### src/rtl/wb_master_arbiter_if.sv
// Bundle of the upstream master buses and the shared downstream Wishbone port.
// Latency: none, wires only.
// Backpressure: none here; the arbiter stalls non-owners by withholding ack/err/rty.
interface wb_master_arbiter_if #(
  parameter int NUM_MASTERS   = 2,
  parameter int ADDRESS_WIDTH = 32,
  parameter int DATA_WIDTH    = 32
) ();
  localparam int SEL_WIDTH = DATA_WIDTH / 8;

  // upstream master side, master k occupies slice k of each packed vector
  logic [NUM_MASTERS*ADDRESS_WIDTH-1:0] m_adr_i;
  logic [NUM_MASTERS*DATA_WIDTH-1:0]    m_dat_i;
  logic [NUM_MASTERS*SEL_WIDTH-1:0]     m_sel_i;
  logic [NUM_MASTERS-1:0]               m_we_i;
  logic [NUM_MASTERS-1:0]               m_cyc_i;
  logic [NUM_MASTERS-1:0]               m_stb_i;
  logic [NUM_MASTERS*3-1:0]             m_cti_i;
  logic [NUM_MASTERS*2-1:0]             m_bte_i;
  logic [DATA_WIDTH-1:0]                m_dat_o;
  logic [NUM_MASTERS-1:0]               m_ack_o;
  logic [NUM_MASTERS-1:0]               m_err_o;
  logic [NUM_MASTERS-1:0]               m_rty_o;

  // shared downstream port
  logic [ADDRESS_WIDTH-1:0] s_adr_o;
  logic [DATA_WIDTH-1:0]    s_dat_o;
  logic [SEL_WIDTH-1:0]     s_sel_o;
  logic                     s_we_o;
  logic                     s_cyc_o;
  logic                     s_stb_o;
  logic [2:0]               s_cti_o;
  logic [1:0]               s_bte_o;
  logic [DATA_WIDTH-1:0]    s_dat_i;
  logic                     s_ack_i;
  logic                     s_err_i;
  logic                     s_rty_i;

  // arbiter view: masters request in, shared bus master out
  modport master (
    input  m_adr_i, m_dat_i, m_sel_i, m_we_i, m_cyc_i, m_stb_i, m_cti_i, m_bte_i,
    output m_dat_o, m_ack_o, m_err_o, m_rty_o,
    output s_adr_o, s_dat_o, s_sel_o, s_we_o, s_cyc_o, s_stb_o, s_cti_o, s_bte_o,
    input  s_dat_i, s_ack_i, s_err_i, s_rty_i
  );

  // environment view: upstream masters and the downstream slave
  modport slave (
    output m_adr_i, m_dat_i, m_sel_i, m_we_i, m_cyc_i, m_stb_i, m_cti_i, m_bte_i,
    input  m_dat_o, m_ack_o, m_err_o, m_rty_o,
    input  s_adr_o, s_dat_o, s_sel_o, s_we_o, s_cyc_o, s_stb_o, s_cti_o, s_bte_o,
    output s_dat_i, s_ack_i, s_err_i, s_rty_i
  );
endinterface

### src/rtl/wb_master_arbiter.sv
// N-to-1 round-robin Wishbone B3 master arbiter; grant held for the whole CYC cycle.
// Latency: 1 cycle from m_cyc_i to s_cyc_o, then combinational pass-through.
// Backpressure: non-owners get no response until granted. Optional macro WB_ARB_TIMEOUT_EN adds a hung-slave watchdog.
// The interface instance must be built with the same NUM_MASTERS/ADDRESS_WIDTH/DATA_WIDTH.
module wb_master_arbiter #(
  parameter int NUM_MASTERS    = 2,
  parameter int ADDRESS_WIDTH  = 32,
  parameter int DATA_WIDTH     = 32,
  parameter int TIMEOUT_CYCLES = 255
) (
  input  logic                   clk_i,
  input  logic                   rst_i,
  wb_master_arbiter_if.master    bus,
  output logic [NUM_MASTERS-1:0] grant_o
);
  localparam int SEL_WIDTH = DATA_WIDTH / 8;
  localparam int IDX_W     = (NUM_MASTERS > 1) ? $clog2(NUM_MASTERS) : 1;
  localparam logic [IDX_W-1:0] LAST_RST = IDX_W'(NUM_MASTERS - 1);

  if (NUM_MASTERS < 1 || NUM_MASTERS > 8) begin : g_chk_num
    $error("wb_master_arbiter: NUM_MASTERS must be 1..8");
  end
  if (TIMEOUT_CYCLES < 1 || TIMEOUT_CYCLES > 65535) begin : g_chk_tmo
    $error("wb_master_arbiter: TIMEOUT_CYCLES must be 1..65535");
  end

  typedef enum logic [1:0] {ST_IDLE, ST_BUSY, ST_ABORT} state_t;

  state_t           state_q, state_d;
  logic [IDX_W-1:0] owner_q, owner_d;
  logic [IDX_W-1:0] last_q, last_d;
  logic [IDX_W-1:0] pick;
  logic             any_req;
  logic             own_cyc, own_stb, slv_resp, timeout_hit;

  // per-master views of the packed request buses
  logic [ADDRESS_WIDTH-1:0] adr_arr [NUM_MASTERS];
  logic [DATA_WIDTH-1:0]    dat_arr [NUM_MASTERS];
  logic [SEL_WIDTH-1:0]     sel_arr [NUM_MASTERS];
  logic [2:0]               cti_arr [NUM_MASTERS];
  logic [1:0]               bte_arr [NUM_MASTERS];

  for (genvar k = 0; k < NUM_MASTERS; k++) begin : g_unpack
    assign adr_arr[k] = bus.m_adr_i[k*ADDRESS_WIDTH +: ADDRESS_WIDTH];
    assign dat_arr[k] = bus.m_dat_i[k*DATA_WIDTH +: DATA_WIDTH];
    assign sel_arr[k] = bus.m_sel_i[k*SEL_WIDTH +: SEL_WIDTH];
    assign cti_arr[k] = bus.m_cti_i[k*3 +: 3];
    assign bte_arr[k] = bus.m_bte_i[k*2 +: 2];
  end

  assign own_cyc  = bus.m_cyc_i[owner_q];
  assign own_stb  = bus.m_stb_i[owner_q];
  assign slv_resp = bus.s_ack_i | bus.s_err_i | bus.s_rty_i;

  // read data is broadcast; only the owner's ack makes it meaningful
  assign bus.m_dat_o = bus.s_dat_i;

  function automatic logic [IDX_W-1:0] rr_idx(input logic [IDX_W-1:0] base, input int off);
    return IDX_W'((int'(base) + off) % NUM_MASTERS);
  endfunction

  // round-robin scan from last+1; descending loop so the nearest requester is written last
  always_comb begin
    pick    = last_q;
    any_req = 1'b0;
    for (int i = NUM_MASTERS; i >= 1; i--) begin
      if (bus.m_cyc_i[rr_idx(last_q, i)]) begin
        pick    = rr_idx(last_q, i);
        any_req = 1'b1;
      end
    end
  end

`ifdef WB_ARB_TIMEOUT_EN
  logic [15:0] tmo_cnt_q;

  // count strobed cycles without a slave response; any response or leaving BUSY clears it
  always_ff @(posedge clk_i) begin
    if (rst_i || state_q != ST_BUSY || slv_resp) begin
      tmo_cnt_q <= '0;
    end else if (own_cyc && own_stb) begin
      tmo_cnt_q <= tmo_cnt_q + 16'd1;
    end
  end

  // fires on the stalled cycle that brings the count up to TIMEOUT_CYCLES
  assign timeout_hit = (state_q == ST_BUSY) && own_cyc && own_stb && !slv_resp &&
                       (tmo_cnt_q == 16'(TIMEOUT_CYCLES - 1));
`else
  assign timeout_hit = 1'b0;
`endif

  // state, owner and round-robin pointer registers
  always_ff @(posedge clk_i) begin
    if (rst_i) begin
      state_q <= ST_IDLE;
      owner_q <= '0;
      last_q  <= LAST_RST;
    end else begin
      state_q <= state_d;
      owner_q <= owner_d;
      last_q  <= last_d;
    end
  end

  // next state: grant in IDLE, release when the owner drops cyc
  always_comb begin
    state_d = state_q;
    owner_d = owner_q;
    last_d  = last_q;
    case (state_q)
      ST_IDLE: begin
        if (any_req) begin
          state_d = ST_BUSY;
          owner_d = pick;
        end
      end
      ST_BUSY: begin
        if (!own_cyc) begin
          state_d = ST_IDLE;
          last_d  = owner_q;
        end else if (timeout_hit) begin
          state_d = ST_ABORT;
        end
      end
      ST_ABORT: begin
        if (!own_cyc) begin
          state_d = ST_IDLE;
          last_d  = owner_q;
        end
      end
      default: state_d = ST_IDLE;
    endcase
  end

  // outputs: mux the owner onto the shared bus and route responses back to it only
  always_comb begin
    grant_o     = '0;
    bus.s_adr_o = '0;
    bus.s_dat_o = '0;
    bus.s_sel_o = '0;
    bus.s_we_o  = 1'b0;
    bus.s_cyc_o = 1'b0;
    bus.s_stb_o = 1'b0;
    bus.s_cti_o = '0;
    bus.s_bte_o = '0;
    bus.m_ack_o = '0;
    bus.m_err_o = '0;
    bus.m_rty_o = '0;
    case (state_q)
      ST_BUSY: begin
        grant_o[owner_q] = 1'b1;
        bus.s_adr_o      = adr_arr[owner_q];
        bus.s_dat_o      = dat_arr[owner_q];
        bus.s_sel_o      = sel_arr[owner_q];
        bus.s_we_o       = bus.m_we_i[owner_q];
        bus.s_cti_o      = cti_arr[owner_q];
        bus.s_bte_o      = bte_arr[owner_q];
        if (timeout_hit) begin
          bus.m_err_o[owner_q] = 1'b1;
        end else begin
          bus.s_cyc_o          = own_cyc;
          bus.s_stb_o          = own_stb;
          bus.m_ack_o[owner_q] = bus.s_ack_i;
          bus.m_err_o[owner_q] = bus.s_err_i;
          bus.m_rty_o[owner_q] = bus.s_rty_i;
        end
      end
      ST_ABORT: grant_o[owner_q] = 1'b1;
      default: ;
    endcase
  end
endmodule

### src/flat_wrapper.sv
// flat-port wrapper written by rule: the top's interface ports become plain ports
module wb_master_arbiter_flat 
#(
  parameter int NUM_MASTERS    = 2,
  parameter int ADDRESS_WIDTH  = 32,
  parameter int DATA_WIDTH     = 32,
  parameter int TIMEOUT_CYCLES = 255
)
  (clk_i, rst_i, grant_o, bus_m_adr_i, bus_m_dat_i, bus_m_sel_i, bus_m_we_i, bus_m_cyc_i, bus_m_stb_i, bus_m_cti_i, bus_m_bte_i, bus_m_dat_o, bus_m_ack_o, bus_m_err_o, bus_m_rty_o, bus_s_adr_o, bus_s_dat_o, bus_s_sel_o, bus_s_we_o, bus_s_cyc_o, bus_s_stb_o, bus_s_cti_o, bus_s_bte_o, bus_s_dat_i, bus_s_ack_i, bus_s_err_i, bus_s_rty_i);
  wb_master_arbiter_if #(.NUM_MASTERS(NUM_MASTERS), .ADDRESS_WIDTH(ADDRESS_WIDTH), .DATA_WIDTH(DATA_WIDTH)) bus_i ();
  input  logic clk_i;
  input  logic rst_i;
  output logic [NUM_MASTERS-1:0] grant_o;
  input wire logic [$bits(bus_i.m_adr_i)-1:0] bus_m_adr_i;
  input wire logic [$bits(bus_i.m_dat_i)-1:0] bus_m_dat_i;
  input wire logic [$bits(bus_i.m_sel_i)-1:0] bus_m_sel_i;
  input wire logic [$bits(bus_i.m_we_i)-1:0] bus_m_we_i;
  input wire logic [$bits(bus_i.m_cyc_i)-1:0] bus_m_cyc_i;
  input wire logic [$bits(bus_i.m_stb_i)-1:0] bus_m_stb_i;
  input wire logic [$bits(bus_i.m_cti_i)-1:0] bus_m_cti_i;
  input wire logic [$bits(bus_i.m_bte_i)-1:0] bus_m_bte_i;
  output wire logic [$bits(bus_i.m_dat_o)-1:0] bus_m_dat_o;
  output wire logic [$bits(bus_i.m_ack_o)-1:0] bus_m_ack_o;
  output wire logic [$bits(bus_i.m_err_o)-1:0] bus_m_err_o;
  output wire logic [$bits(bus_i.m_rty_o)-1:0] bus_m_rty_o;
  output wire logic [$bits(bus_i.s_adr_o)-1:0] bus_s_adr_o;
  output wire logic [$bits(bus_i.s_dat_o)-1:0] bus_s_dat_o;
  output wire logic [$bits(bus_i.s_sel_o)-1:0] bus_s_sel_o;
  output wire logic [$bits(bus_i.s_we_o)-1:0] bus_s_we_o;
  output wire logic [$bits(bus_i.s_cyc_o)-1:0] bus_s_cyc_o;
  output wire logic [$bits(bus_i.s_stb_o)-1:0] bus_s_stb_o;
  output wire logic [$bits(bus_i.s_cti_o)-1:0] bus_s_cti_o;
  output wire logic [$bits(bus_i.s_bte_o)-1:0] bus_s_bte_o;
  input wire logic [$bits(bus_i.s_dat_i)-1:0] bus_s_dat_i;
  input wire logic [$bits(bus_i.s_ack_i)-1:0] bus_s_ack_i;
  input wire logic [$bits(bus_i.s_err_i)-1:0] bus_s_err_i;
  input wire logic [$bits(bus_i.s_rty_i)-1:0] bus_s_rty_i;
  assign bus_i.m_adr_i = bus_m_adr_i;
  assign bus_i.m_dat_i = bus_m_dat_i;
  assign bus_i.m_sel_i = bus_m_sel_i;
  assign bus_i.m_we_i = bus_m_we_i;
  assign bus_i.m_cyc_i = bus_m_cyc_i;
  assign bus_i.m_stb_i = bus_m_stb_i;
  assign bus_i.m_cti_i = bus_m_cti_i;
  assign bus_i.m_bte_i = bus_m_bte_i;
  assign bus_m_dat_o = bus_i.m_dat_o;
  assign bus_m_ack_o = bus_i.m_ack_o;
  assign bus_m_err_o = bus_i.m_err_o;
  assign bus_m_rty_o = bus_i.m_rty_o;
  assign bus_s_adr_o = bus_i.s_adr_o;
  assign bus_s_dat_o = bus_i.s_dat_o;
  assign bus_s_sel_o = bus_i.s_sel_o;
  assign bus_s_we_o = bus_i.s_we_o;
  assign bus_s_cyc_o = bus_i.s_cyc_o;
  assign bus_s_stb_o = bus_i.s_stb_o;
  assign bus_s_cti_o = bus_i.s_cti_o;
  assign bus_s_bte_o = bus_i.s_bte_o;
  assign bus_i.s_dat_i = bus_s_dat_i;
  assign bus_i.s_ack_i = bus_s_ack_i;
  assign bus_i.s_err_i = bus_s_err_i;
  assign bus_i.s_rty_i = bus_s_rty_i;
  wb_master_arbiter #(.NUM_MASTERS(NUM_MASTERS), .ADDRESS_WIDTH(ADDRESS_WIDTH), .DATA_WIDTH(DATA_WIDTH), .TIMEOUT_CYCLES(TIMEOUT_CYCLES)) u_core (.clk_i(clk_i), .rst_i(rst_i), .bus(bus_i), .grant_o(grant_o));
endmodule
### config.mk
export PLATFORM = sky130hd
export DESIGN_NAME = wb_master_arbiter_flat
export DESIGN_NICKNAME = d
export VERILOG_FILES = /design/src/rtl/wb_master_arbiter_if.sv /design/src/rtl/wb_master_arbiter.sv /design/src/flat_wrapper.sv
export SDC_FILE = /design/constraint.sdc
export NUM_CORES = 1
export LEC_CHECK = 0
export BUFFER_PORTS_ARGS = -buffer_cell sky130_fd_sc_hd__buf_2
export CAP_MARGIN = 20
export CORE_AREA = 2 2 119 121
export CTS_CLUSTER_DIAMETER = 120
export DETAILED_ROUTE_END_ITERATION = 10
export DIE_AREA = 0 0 121 123
export HOLD_SLACK_MARGIN = 0.06
export PLACE_DENSITY = 0.47
export SLEW_MARGIN = 10
export SYNTH_ARGS = -nofsm -noshare
export SYNTH_HDL_FRONTEND = slang
export SYNTH_SLANG_ARGS = --single-unit
### constraint.sdc
create_clock -name clk_i -period 1.2 [get_ports clk_i]
set_input_delay 0.24 -clock clk_i [delete_from_list [all_inputs] [get_ports clk_i]]
set_output_delay 0.24 -clock clk_i [all_outputs]
set_load 0.01 [all_outputs]
==> results of run 1 <==
==> power by group <==
part	total [W]	switching, W	internal, W	leakage (nW)
Sequential	0.000119	0.0000117	0.000108	0.0255
Clock	0.000538	0.0000986	0.000439	0.0382
Combinational	0.00113	0.000522	0.000608	1.61
==> synth_stat cells <==
| library cell | n | share of area, % |
|---|---|---|
| clkbuf_1 | 5 | 1.2 |
| a211oi_2 | 1 | 0.78 |
| o21ai_0 | 1 | 0.31 |
| nor2_1 | 78 | 18 |
| a21oi_1 | 2 | 0.63 |
| mux2i_1 | 76 | 48 |
| o21ai_1 | 1 | 0.31 |
| inv_1 | 2 | 0.47 |
| nand3_1 | 1 | 0.31 |
| o211ai_1 | 1 | 0.47 |
| dfxtp_1 | 3 | 3.8 |
| nand2_1 | 2 | 0.47 |
| and2_1 | 3 | 1.2 |
| and3_1 | 3 | 1.2 |
| buf_4 | 33 | 15 |
| buf_6 | 10 | 7.0 |
| buf_2 | 1 | 0.31 |
| inv_2 | 1 | 0.23 |
==> flip-flops by register name, summed over array words and instances (netlist names) <==
name,cells
u_core.owner_q,1
u_core.last_q,1
u_core.state_q,1
==> final cells by class <==
class                           count  area (sq um)
Clock buffer                        4         78.83
Fill cell                        1546         10560
Inverter                            3         11.26
Multi-Input combinational cell    169          1184
Sequential cell                     3         63.81
Tap cell                          180         225.2
Timing Repair Buffer              261          1494
==> final timing paths <==
kind	start	endpoint	slack [ps]	cells after the start
hold / removal	rst_i	u_core.owner_q	220	2
setup / recovery	u_core.owner_q	bus_s_cyc_o	-350	5
setup reg to reg	u_core.owner_q	u_core.state_q[0]	-210	7
hold reg to reg	u_core.last_q	u_core.last_q	550	2
==> critical path: cells and delay by family (launching register included) <==
kind          cells  cell delay, ps
simple gates      1              50
mux               1             220
flops             1             400
buf+inv           3             400
==> stage by stage <==
step                util, %  cell area (sq um)
floorplan                 -               1599
global placement      20.41               2778
detailed placement    20.41               2778
CTS                   21.68               2952
global route          22.46               3057
finish                22.46               3057
==> timing repair <==
action                                  CTS  global route
buffers inserted                          4             5
endpoints found under the setup margin   84            85
cloned                                    1             1
hold buffers                              0             0
pin swaps                                 1             7
resized for setup                         9            17
hold endpoints to repair                  0             0
==> layer usage <==
layer,up-vias,global-route usage [%]
met5,-,0
met4,0,2.180
met2,144,15.66
li1,1145,-
met1,964,7.592
met3,18,1.891
==> cells in the final DEF (no fill, tap or decap), drive strengths merged <==
cell and instances:
nand3 1, and3 3, buf 260, nand2 2, clkbuf 5, mux2i 76, inv 3, dfxtp 3
nor2 78, a211oi 1, o21ai 2, a21oi 2, o211ai 1, and2 3
==> kinds of logic after synthesis <==
group | Yosys count | share of synthesized area [%]
mux | 76 | 47.57
simple gates | 87 | 21.44
buf+inv | 52 | 24.73
compound gates | 6 | 2.503
flops | 3 | 3.756
==> metrics.txt, run 1 <==
leakage=1.676 nW; status=finished, violations left; PwrDens=584.5 nW/um^2; Post-Syn Area=1599 sq um; Area growth, synth to finish=91.16%; met1 wire length=2406 um; Max Fclk=644.8 MHz; Num CTS Buffers=3; post-route ant nets=0; met2 wire len=3743 um; initial core utilization=11.75%; Synth Warn #=0; CP max-delay cell=dfxtp_4; Pwr Total=0.001787 W; DR vias=2271; post-route insts no fill=620; TritonCTS Sinks=3; Initial DRC Count=39; WHS=220.1 ps; Final Hold Vio Count=0; failing checks=negative setup slack; worst-margin pin slew=220.4 ps; worst vdd ir=646.4 uV; final worst setup slack=-350.8 ps; critical path data arrival time=1310 ps; Core ar.=13610 sq um; Min Clock Period, post-route=1551 ps; Worst Path Required=960 ps; Post-DP HPWL=5721 um; n_diodes=0; GPL Wtd Cong=0.7428; overflow left after global routing=0; Root Driver=clkbuf_16; Avg Inst Size Synth=7.139 sq um; setup TNS=-24050 ps; Max FO, Critical Path=7; Setup Viol. Count Final=85; vias in the first global route=2019; residual DRC count=0; chip height=123 um; DRT Wirelength=7125 um; pre-CTS WS=-157.5 ps; DR vias/cell=3.663; H-Tree Level Count=1; unique cell type count in the Yosys netlist=18; first-pass GRT wire length=9404 um; number of antenna violations at the first check in global routing=0; io pins=305; CP endpoint kind=output port; Final #Nets=630; Clock Skew=1.829 ps; Rows=43; final worst-path cycle share=129.2%; Mapped Nets=413; RSZ-0062 raised after global routing=true; Overall Global Routing Usage=7.688%; share of layout cells above drive strength 1=62.50%; clk slew on worst S/H paths=30 ps; Final Max Slew Viols=0; synthesized instance count=224; Die ar.=14880 sq um; DR top layer=met4; largest net degree at the start of global routing=49; Min-Delay Path Class=in -> reg; register bit total from synthesis=3; Placed Instances=606; Cell Chain, Critical Path=buf_6, buf_6, mux2i_4, nor2_1, buf_2; die width=121 um; Clk Latency, worst-skew pair=230 ps; DR WL/cell=11.49 um; crit path kind=reg -> out; CP most frequent cell=buf_6; Max-slew headroom=85.31%; sequential-to-total area share from yosys stat=3.756%; Worst path max stage delay=400 ps; clock tree buffer depth=2; Port Buffers=240; TritonRoute pass-1 iters=4; max cap viols=0; CP startpoint kind=flop; CTS tree=done; wire length on met3=870 um
(Power assumes the default switching activity.)
==> run 2, diff against run 1 <==
- CORE_AREA: 2 2 119 121 -> 2 2 118 120
- DIE_AREA: 0 0 121 123 -> 0 0 120 122
- PLACE_DENSITY: 0.47 -> 0.48
- clock period: 1.2 -> 2 ns (I/O delays scaled with it)
==> metrics.txt, run 2 (same netlist as run 1, synthesis figures left out) <==
Filler cells=1569 (+1.5%); Die ar.=14640 sq um (-1.6%); Overall Global Routing Usage=6.769% (-0.92 points); DR vias=2164 (-4.7%); first-pass GRT wire length=8238 um (-12%); Max Fclk=545.2 MHz; Core ar.=13500 sq um (-0.79%); Port Buffers=240 (unchanged); TritonRoute pass-1 iters=3 (-1); Initial DRC Count=26 (-33%); Area growth, synth to finish=76.29%; critical path data arrival time=1430 ps (+120 ps); Post-DP HPWL=5039 um (-12%); share of layout cells above drive strength 1=59.29% (-3.2 points); die width=120 um (-0.83%); chip height=122 um (-0.81%); Final Max Slew Viols=0 (unchanged); CTS resizes=0 (-9); DR WL/cell=9.907 um (-14%); vias in the first global route=1887 (-6.5%); number of antenna violations at the first check in global routing=0 (unchanged); PwrDens=350.1 nW/um^2 (-40%); Final Hold Vio Count=0 (unchanged); Placed Instances=601 (-0.83%); multi-input logic area=1144 sq um (-3.4%); TritonCTS Sinks=3 (unchanged); RSZ-0062 raised after global routing=false; Root Driver=clkbuf_16; overflow left after global routing=0 (unchanged); CP startpoint kind=flop; initial core utilization=11.84% (+0.094 points); Max-slew headroom=81.31% (-4.0 points); worst-margin pin slew=272.6 ps (+52.22 ps); clk slew on worst S/H paths=30 ps (about the same); Core Util, Final=20.87% (-1.6 points); clock tree buffer depth=2 (unchanged); hold buffer count at cts=0 (unchanged); setup TNS=0 ps (+24050 ps); Num CTS Buffers=3 (unchanged); top flop regs=u_core.last_q (1), u_core.owner_q (1), u_core.state_q (1); Min-Delay Path Class=in -> reg; commonest non-fill, non-tap cells in the layout=240 x buf_2, 78 x nor2_1, 76 x mux2i_1; CP endpoint kind=output port; Final #Nets=615 (-2.4%); post-route insts no fill=605 (-2.4%); largest net degree at the start of global routing=43 (-12%); H-Tree Level Count=1 (unchanged); GPL Wtd Cong=0.7064 (-4.9%); crit path kind=reg -> out; max cap viols=0 (unchanged); residual DRC count=0 (unchanged); Clk Latency, worst-skew pair=220 ps (about the same); DRT Wirelength=5994 um (-16%); n_diodes=0 (unchanged); final worst-path cycle share=91.70%; CTS tree=done; status=finished clean; DR vias/cell=3.577 (-2.3%); Rows=43 (unchanged); postcts setup bufs=0 (-4); Clock Skew=2.138 ps (+0.3083 ps); most common cell after layout, fill and taps aside=buf_2; post-route ant nets=0 (unchanged); Max FO, Critical Path=31 (+24); Worst Path Required=1600 ps (+640 ps); io pins=305 (unchanged); Min Clock Period, post-route=1834 ps; Setup Viol. Count Final=0 (-100%); worst vdd ir=222.8 uV (-66%); leakage=1.562 nW (-6.8%); register area=63.81 sq um (unchanged)
## run 2: cell count changes in the layout (fill, tap and decap cells not counted), sizes merged
cell,change
buf,-14
clkbuf,-1
## run 2: stage by stage
| stage | area (sq um) | hold WS, ps | setup slack [ps] | total power [W] |
|---|---|---|---|---|
| global placement | 2740 | 509.0 | 399.9 | 0.0006775 |
| detailed placement | 2740 | 506.9 | 383.1 | 0.0006783 |
| floorplan | 1599 | 464.6 | 675.2 | 0.0004624 |
| finish | 2819 | 375.1 | 166.0 | 0.0009868 |
| CTS | 2819 | 372.8 | 151.3 | 0.001001 |
| global route | 2819 | 383.5 | 81.82 | 0.001061 |
## run 2: layout make-up
type / instances / share of cell area, %
Tap cell: 180 / 7.989
Sequential cell: 3 / 2.264
Multi-Input combinational cell: 169 / 40.57
Inverter: 3 / 0.3995
Clock buffer: 4 / 2.796
Timing Repair Buffer: 246 / 45.98
## run 2: report_power, final
group / total [W] / internal (W) / switching (W) / leakage (nW)
logic: 0.000593 / 0.000312 / 0.000281 / 1.50
clock network: 0.000318 / 0.000263 / 0.0000550 / 0.0382
registers: 0.0000755 / 0.0000646 / 0.0000109 / 0.0255
total: 0.000987 / 0.000640 / 0.000347 / 1.56
## run 2: per-layer routing
metal | vias up | wire length [um] | track usage [%]
met5 | - | 0 | 0
met4 | 0 | 98 | 2.794
met3 | 14 | 598 | 1.873
met2 | 131 | 3115 | 13.17
met1 | 906 | 2182 | 6.706
li1 | 1113 | - | -
## run 2: final timing paths
kind | from | endpoint | slack, ps | cells after the start
worst min-delay path | rst_i | u_core.owner_q | 380 | 2
worst max-delay path | u_core.owner_q | bus_s_adr_o[30] | 170 | 4
worst max register to register | u_core.owner_q | u_core.state_q[0] | 940 | 2
worst min register to register | u_core.last_q | u_core.last_q | 520 | 2
## run 2: critical path: stages (launching register included)
cell and delay, ps:
dfxtp_4 490, buf_12 260, mux2i_1 230, nor2_1 60, buf_2 130
